File: src/rtl/usb_tx_line_driver_if.sv
// Byte-stream and USB line signals of the full-speed transmit line driver.
// master = byte source / pad consumer, slave = the line driver itself.
interface usb_tx_line_driver_if;
    logic       tx_start;
    logic [7:0] tx_data;
    logic       tx_last;
    logic       tx_valid;
    logic       tx_ready;
    logic       dp;
    logic       dm;
    logic       oe;
    logic       busy;
    logic       tx_err;

    modport master (
        output tx_start, tx_data, tx_last, tx_valid,
        input  tx_ready, dp, dm, oe, busy, tx_err
    );

    modport slave (
        input  tx_start, tx_data, tx_last, tx_valid,
        output tx_ready, dp, dm, oe, busy, tx_err
    );
endinterface

File: src/rtl/usb_tx_line_driver.sv
// USB transmit line driver: SYNC, NRZI-encoded LSB-first payload with bit
// stuffing, then SE0/SE0/J end of packet, fed through a one-byte holding register.
module usb_tx_line_driver #(
    parameter int unsigned CLK_PER_BIT = 4
) (
    input  logic                 clk,
    input  logic                 rst_n,
    usb_tx_line_driver_if.slave  bus,
    output logic [1:0]           dbg_state
);

    typedef enum logic [1:0] {
        IDLE = 2'd0,
        SYNC = 2'd1,
        DATA = 2'd2,
        EOP  = 2'd3
    } state_t;

    localparam logic [7:0] TICK_AT      = 8'(CLK_PER_BIT - 1);
    localparam logic [7:0] SYNC_PATTERN = 8'h80;

    state_t     state_q, state_n;
    logic [7:0] cnt_q, cnt_n;
    logic [7:0] shift_q, shift_n;
    logic [2:0] bit_idx_q, bit_idx_n;
    logic [2:0] ones_q, ones_n;
    logic       cur_last_q, cur_last_n;
    logic [7:0] hold_data_q, hold_data_n;
    logic       hold_last_q, hold_last_n;
    logic       hold_full_q, hold_full_n;
    logic       last_acc_q, last_acc_n;
    logic [1:0] eop_cnt_q, eop_cnt_n;
    logic       dp_q, dp_n;
    logic       dm_q, dm_n;
    logic       oe_q, oe_n;
    logic       err_q, err_n;

    logic       tick;
    logic       ready;
    logic       accept;
    logic       emit_en;
    logic       emit_bit;

    // Handshake: a byte (tx_data + tx_last) moves into the holding register on
    // any rising edge where tx_valid && tx_ready; tx_ready depends on registers only.
    assign ready  = !hold_full_q && (state_q == SYNC || state_q == DATA) && !last_acc_q;
    assign accept = bus.tx_valid && ready;
    assign tick   = (cnt_q == TICK_AT);

    always_comb begin
        state_n     = state_q;
        cnt_n       = cnt_q;
        shift_n     = shift_q;
        bit_idx_n   = bit_idx_q;
        ones_n      = ones_q;
        cur_last_n  = cur_last_q;
        hold_data_n = hold_data_q;
        hold_last_n = hold_last_q;
        hold_full_n = hold_full_q;
        last_acc_n  = last_acc_q;
        eop_cnt_n   = eop_cnt_q;
        dp_n        = dp_q;
        dm_n        = dm_q;
        oe_n        = oe_q;
        err_n       = 1'b0;
        emit_en     = 1'b0;
        emit_bit    = 1'b0;

        if (accept) begin
            hold_data_n = bus.tx_data;
            hold_last_n = bus.tx_last;
            hold_full_n = 1'b1;
            if (bus.tx_last) begin
                last_acc_n = 1'b1;
            end
        end

        case (state_q)
            IDLE: begin
                cnt_n = '0;
                dp_n  = 1'b1;
                dm_n  = 1'b0;
                oe_n  = 1'b0;
                if (bus.tx_start) begin
                    state_n     = SYNC;
                    shift_n     = SYNC_PATTERN;
                    bit_idx_n   = '0;
                    ones_n      = '0;
                    cur_last_n  = 1'b0;
                    hold_full_n = 1'b0;
                    last_acc_n  = 1'b0;
                    eop_cnt_n   = '0;
                    oe_n        = 1'b1;
                    // First SYNC bit is a raw 0: the idle J toggles to K.
                    dp_n        = 1'b0;
                    dm_n        = 1'b1;
                end
            end

            SYNC, DATA: begin
                cnt_n = tick ? 8'd0 : cnt_q + 8'd1;
                if (tick) begin
                    if (ones_q == 3'd6) begin
                        // Stuff bit: a forced transition that consumes no data bit.
                        dp_n   = ~dp_q;
                        dm_n   = ~dm_q;
                        ones_n = '0;
                    end else if (bit_idx_q != 3'd7) begin
                        shift_n   = shift_q >> 1;
                        bit_idx_n = bit_idx_q + 3'd1;
                        emit_en   = 1'b1;
                        emit_bit  = shift_q[1];
                    end else if (cur_last_q) begin
                        state_n   = EOP;
                        eop_cnt_n = '0;
                        dp_n      = 1'b0;
                        dm_n      = 1'b0;
                    end else if (hold_full_q) begin
                        state_n     = DATA;
                        shift_n     = hold_data_q;
                        bit_idx_n   = '0;
                        cur_last_n  = hold_last_q;
                        hold_full_n = 1'b0;
                        emit_en     = 1'b1;
                        emit_bit    = hold_data_q[0];
                    end else begin
                        // Underrun: nothing to send and no final byte seen.
                        state_n   = EOP;
                        eop_cnt_n = '0;
                        dp_n      = 1'b0;
                        dm_n      = 1'b0;
                        err_n     = 1'b1;
                    end
                end
            end

            EOP: begin
                cnt_n = tick ? 8'd0 : cnt_q + 8'd1;
                if (tick) begin
                    case (eop_cnt_q)
                        2'd0: begin
                            eop_cnt_n = 2'd1;
                        end
                        2'd1: begin
                            eop_cnt_n = 2'd2;
                            dp_n      = 1'b1;
                            dm_n      = 1'b0;
                        end
                        default: begin
                            state_n   = IDLE;
                            eop_cnt_n = '0;
                            cnt_n     = '0;
                            oe_n      = 1'b0;
                            dp_n      = 1'b1;
                            dm_n      = 1'b0;
                        end
                    endcase
                end
            end

            default: begin
                state_n = IDLE;
            end
        endcase

        // NRZI: raw 0 toggles the line, raw 1 holds it and extends the run of ones.
        if (emit_en) begin
            if (emit_bit) begin
                ones_n = ones_q + 3'd1;
            end else begin
                dp_n   = ~dp_q;
                dm_n   = ~dm_q;
                ones_n = '0;
            end
        end
    end

    always_ff @(posedge clk or negedge rst_n) begin
        if (!rst_n) begin
            state_q     <= IDLE;
            cnt_q       <= '0;
            shift_q     <= '0;
            bit_idx_q   <= '0;
            ones_q      <= '0;
            cur_last_q  <= 1'b0;
            hold_data_q <= '0;
            hold_last_q <= 1'b0;
            hold_full_q <= 1'b0;
            last_acc_q  <= 1'b0;
            eop_cnt_q   <= '0;
            dp_q        <= 1'b1;
            dm_q        <= 1'b0;
            oe_q        <= 1'b0;
            err_q       <= 1'b0;
        end else begin
            state_q     <= state_n;
            cnt_q       <= cnt_n;
            shift_q     <= shift_n;
            bit_idx_q   <= bit_idx_n;
            ones_q      <= ones_n;
            cur_last_q  <= cur_last_n;
            hold_data_q <= hold_data_n;
            hold_last_q <= hold_last_n;
            hold_full_q <= hold_full_n;
            last_acc_q  <= last_acc_n;
            eop_cnt_q   <= eop_cnt_n;
            dp_q        <= dp_n;
            dm_q        <= dm_n;
            oe_q        <= oe_n;
            err_q       <= err_n;
        end
    end

    assign bus.tx_ready = ready;
    assign bus.dp       = dp_q;
    assign bus.dm       = dm_q;
    assign bus.oe       = oe_q;
    assign bus.busy     = (state_q != IDLE);
    assign bus.tx_err   = err_q;
    assign dbg_state    = state_q;

endmodule

File: src/flat_wrapper.sv
// flat-port wrapper written by rule: the top's interface ports become plain ports
module usb_tx_line_driver_flat 
#(
    parameter int unsigned CLK_PER_BIT = 4
)
  (clk, rst_n, dbg_state, bus_tx_start, bus_tx_data, bus_tx_last, bus_tx_valid, bus_tx_ready, bus_dp, bus_dm, bus_oe, bus_busy, bus_tx_err);
  usb_tx_line_driver_if bus_i ();
  input  logic clk;
  input  logic rst_n;
  output logic [1:0] dbg_state;
  input wire logic [$bits(bus_i.tx_start)-1:0] bus_tx_start;
  input wire logic [$bits(bus_i.tx_data)-1:0] bus_tx_data;
  input wire logic [$bits(bus_i.tx_last)-1:0] bus_tx_last;
  input wire logic [$bits(bus_i.tx_valid)-1:0] bus_tx_valid;
  output wire logic [$bits(bus_i.tx_ready)-1:0] bus_tx_ready;
  output wire logic [$bits(bus_i.dp)-1:0] bus_dp;
  output wire logic [$bits(bus_i.dm)-1:0] bus_dm;
  output wire logic [$bits(bus_i.oe)-1:0] bus_oe;
  output wire logic [$bits(bus_i.busy)-1:0] bus_busy;
  output wire logic [$bits(bus_i.tx_err)-1:0] bus_tx_err;
  assign bus_i.tx_start = bus_tx_start;
  assign bus_i.tx_data = bus_tx_data;
  assign bus_i.tx_last = bus_tx_last;
  assign bus_i.tx_valid = bus_tx_valid;
  assign bus_tx_ready = bus_i.tx_ready;
  assign bus_dp = bus_i.dp;
  assign bus_dm = bus_i.dm;
  assign bus_oe = bus_i.oe;
  assign bus_busy = bus_i.busy;
  assign bus_tx_err = bus_i.tx_err;
  usb_tx_line_driver #(.CLK_PER_BIT(CLK_PER_BIT)) u_core (.clk(clk), .rst_n(rst_n), .bus(bus_i), .dbg_state(dbg_state));
endmodule
File: config.mk
export PLATFORM = sky130hd
export DESIGN_NAME = usb_tx_line_driver_flat
export DESIGN_NICKNAME = d
export VERILOG_FILES = /design/src/rtl/usb_tx_line_driver_if.sv /design/src/rtl/usb_tx_line_driver.sv /design/src/flat_wrapper.sv
export SDC_FILE = /design/constraint.sdc
export NUM_CORES = 1
export LEC_CHECK = 0
export ABC_AREA = 1
export ABC_CLOCK_PERIOD_IN_PS = 2200
export BUFFER_PORTS_ARGS = -buffer_cell sky130_fd_sc_hd__buf_2
export CAP_MARGIN = 20
export CORE_MARGIN = 4
export CORE_UTILIZATION = 56
export CTS_CLUSTER_SIZE = 40
export DETAILED_ROUTE_END_ITERATION = 8
export PLACE_DENSITY = 0.76
export SYNTH_ARGS = -nofsm -noshare
export SYNTH_HDL_FRONTEND = slang
export SYNTH_SLANG_ARGS = --single-unit
File: constraint.sdc
create_clock -name clk -period 2.2 [get_ports clk]
set_input_delay 0.22 -clock clk [delete_from_list [all_inputs] [get_ports clk]]
set_output_delay 0.22 -clock clk [all_outputs]
set_load 0.05 [all_outputs]
==> metrics.md <==
| Metric | Value |
|---|---|
| CP Data Arrival Time | `~2.1 ns` |
| Setup CP Type | `flop to flop` |
| Met2 Usage GRT | `32.84%` |
| Final wirelength | `4.188 mm` |
| Place WS | `0.2882 ns` |
| Max Cap Viol | `0` |
| Met1 usage | `a little under a quarter` |
| Tmin final | `1.914 ns` |
| Final ANT Viol Nets | `0` |
| H-tree depth | `2` |
| Sink Count | `41` |
| Clock Tree Root | `clkbuf_8` |
| CTS max path bufs | `2` |
| Total global routing overflow | `0` |
| Synth area leader | `dfrtp_1` |
| Dpl cell area | `2336 sq um` |
| N_diodes | `0` |
| Sequential-to-total area share from yosys stat | `between 40% and 50%` |
| Pwr Density | `between 700 and 800 nW/um^2` |
| Chip Width | `70.08 um` |
| Top-Level Pins | `21` |
| Hold Slack | `between 0.1 and 0.15 ns` |
| Gr usage total | `18.92%` |
| Initial antenna violation count | `0` |
| Synth async-reset ratio | `100.0%` |
| Most frequent cell after synthesis | `nand2_1` |
| DP HPWL | `3.215 mm` |
| Crit path max fanout | `11` |
| Fin worst setup slack | `0.2862 ns` |
| Slew HR | `69.95%` |
| Largest net degree at the start of global routing | `22` |
| Fmax | `~520 MHz` |
| Warnings from Yosys | `0` |
| CTS tree | `built` |
| CP Capture Type | `flop` |
| Fin crit share | `86.99%` |
| Tightest Pin Transition | `0.4508 ns` |
| Drt initial violations | `102` |
| Clock slew at reported path FFs | `around 0.080 ns` |
| FILL cells | `327` |
| Layout cells sized above 1 | `17.16%` |
| Hold_sp | `bus_tx_data[5]` |
| Post-route setup TNS | `0 ns` |
| Most used routing layer | `met2` |
| M3 GR Usage | `4.892%` |
| Placer Congestion | `0.8149` |
| WL/cell | `11.93 um` |
| Leak | `0.001230 uW` |
| Synth top area share | `between 40% and 50%` |
| Syn Inst Count | `274` |
| Worst Path Required | `2.43 ns` |
| Yosys cell types | `30` |
| Core area | `3689 sq um` |
| Vias after detailed routing | `about 1,800` |
| Synth top cells by count | `nand2_1, dfrtp_1, inv_1` |
| First-pass GRT wire length | `roughly 7.5 mm` |
| Drt pass-1 iters | `4` |
| Flops & latches, synth | `41` |
| Synth-to-layout area growth | `14.03%` |
| Number of flops mapped to enable cells by yosys | `0` |
| Final Setup Violations | `0` |
| Setup crit start | `u_core.dbg_state[0]` |
| DRC | `0` |
| Maximum vdd drop | `0.4941 mV` |
| Die area | `4911 sq um` |
| Initial Utilization | `58.51%` |
| Final Hold Viols | `0` |
| Startpoint Class | `flop` |
| Status | `finished clean` |
| Post-Syn Nets | `294` |
| Post-Route Skew | `between 0.007 and 0.008 ns` |
| Final nets | `around 320` |
| Vias in the first global route | `1,770` |
| # port buffers | `20` |
| Die Height | `~70 um` |
| Most used flip-flop cell after synthesis | `dfrtp_1` |
| Buffer count from post-CTS setup fixing | `0` |
| Worst Hold Class | `primary input to flop` |
| RR Startpoint | `u_core.dbg_state[0]` |
| Synth Cell Area | `2158 sq um` |
| RSZ-0062 raised after global routing | `no` |
| Final Max Tran Viols | `0` |
| Main area contributors after synthesis | `dfrtp_1, nand2_1, inv_1, nor2_1, ha_1` |
| Final Cell Area | `2461 sq um` |
| Rows | `22` |
| Num CTS Buffers | `5` |
| Syn_area_per_cell | `7.877 sq um` |
| Clock Latency Late Sink | `0.30 ns` |
| Vias per inst | `5.083` |
==> critical path, cell delays in order (launching register included) <==
cell	delay [ns]
dfrtp_2	0.41
inv_1	0.07
ha_1	0.24
inv_1	0.22
o21ai_2	0.10
inv_2	0.08
nand3_2	0.11
a21oi_4	0.27
buf_4	0.22
nand2_1	0.05
o21ai_1	0.07
==> path summary, 6_finish.rpt <==
path	to	slack [ns]	cells after the start
worst max-delay path	u_core.shift_q[3]	0.29	10
worst min-delay path	u_core.hold_data_q[5]	0.10	3
worst max register to register	u_core.shift_q[3]	0.29	10
worst min register to register	u_core.cnt_q[0]	0.48	1
max in group asynchronous	u_core.shift_q[3]	1.25	3
min in group asynchronous	u_core.ones_q[0]	0.39	2
==> stage by stage <==
step / std cells / utilization, % / power [uW]
after CTS: 351 / 66.72 / 1794
after detailed placement: 342 / 63.33 / 1183
after global placement: 342 / 63.33 / 1174
after global routing: 351 / 66.72 / 1870
after floorplan: 274 / - / 1097
final: 351 / 66.72 / 1775
==> kinds of logic after synthesis <==
group	synth area share (%)
xor+xnor	1.623
compound gates	10.15
buf+inv	7.884
flops	47.59
simple gates	28.70
fa+ha+maj	4.058
==> state kept, by name, summed over array words and instances, names as in the netlist <==
| register | count |
|---|---|
| u_core.eop_cnt_q | 2 |
| u_core.dbg_state | 2 |
| u_core.hold_full_q | 1 |
| u_core.hold_last_q | 1 |
| u_core.hold_data_q | 8 |
| u_core.shift_q | 7 |
| u_core.bit_idx_q | 3 |
| u_core.bus.dp | 1 |
| u_core.last_acc_q | 1 |
| u_core.ones_q | 3 |
| u_core.bus.tx_err | 1 |
| u_core.bus.dm | 1 |
| u_core.cnt_q | 8 |
| u_core.bus.oe | 1 |
| u_core.cur_last_q | 1 |
==> metal layers <==
metal  routed length, um  share of wire (%)
met5                   0                  0
met4                  71                1.7
met3                 161                3.8
met2                1998                 48
met1                1956                 47
==> cell type report <==
type | instances | area [sq um] | area share (%)
flip-flops and latches | 41 | 1030 | 41.84
multi-input cells | 191 | 969.7 | 39.40
repair buffers | 26 | 147.6 | 5.999
inverters | 37 | 138.9 | 5.643
clock buffers | 5 | 68.82 | 2.796
well taps | 48 | 60.06 | 2.440
clock inverters | 3 | 46.29 | 1.881
==> power breakdown <==
part	internal, uW	switching, uW	total, uW
Clock	339	271	610
Combinational	90.8	162	253
Sequential	852	60.9	913
==> timing repair <==
action,CTS,global route
hold buffers,1,0
endpoints found under the hold margin,18,0
gates resized for setup,0,0
==> placed cells by master, fill, tap and decap left out <==
cell,n
buf_4,5
or2_4,1
xnor2_1,2
clkinv_4,1
nor3b_1,1
clkinvlp_4,1
o21ai_0,16
inv_2,3
a21oi_1,11
a21oi_4,1
nor2_1,25
nor2_4,1
nand3_1,16
buf_2,20
bufinv_16,1
o21ai_2,1
nand4_1,5
o21ai_1,7
dfrtp_2,2
dlygate4sd3_1,1
nor3_1,5
nor3_4,1
nand2_2,3
xor2_1,2
a311oi_1,1
clkbuf_8,5
dfstp_2,1
nand3_2,3
nor4_1,1
inv_1,34
o22ai_1,1
a21oi_2,1
nand2_1,78
ha_1,7
dfrtp_1,38
nor2_2,1
Note: power is estimated with default switching activity, not from simulation.
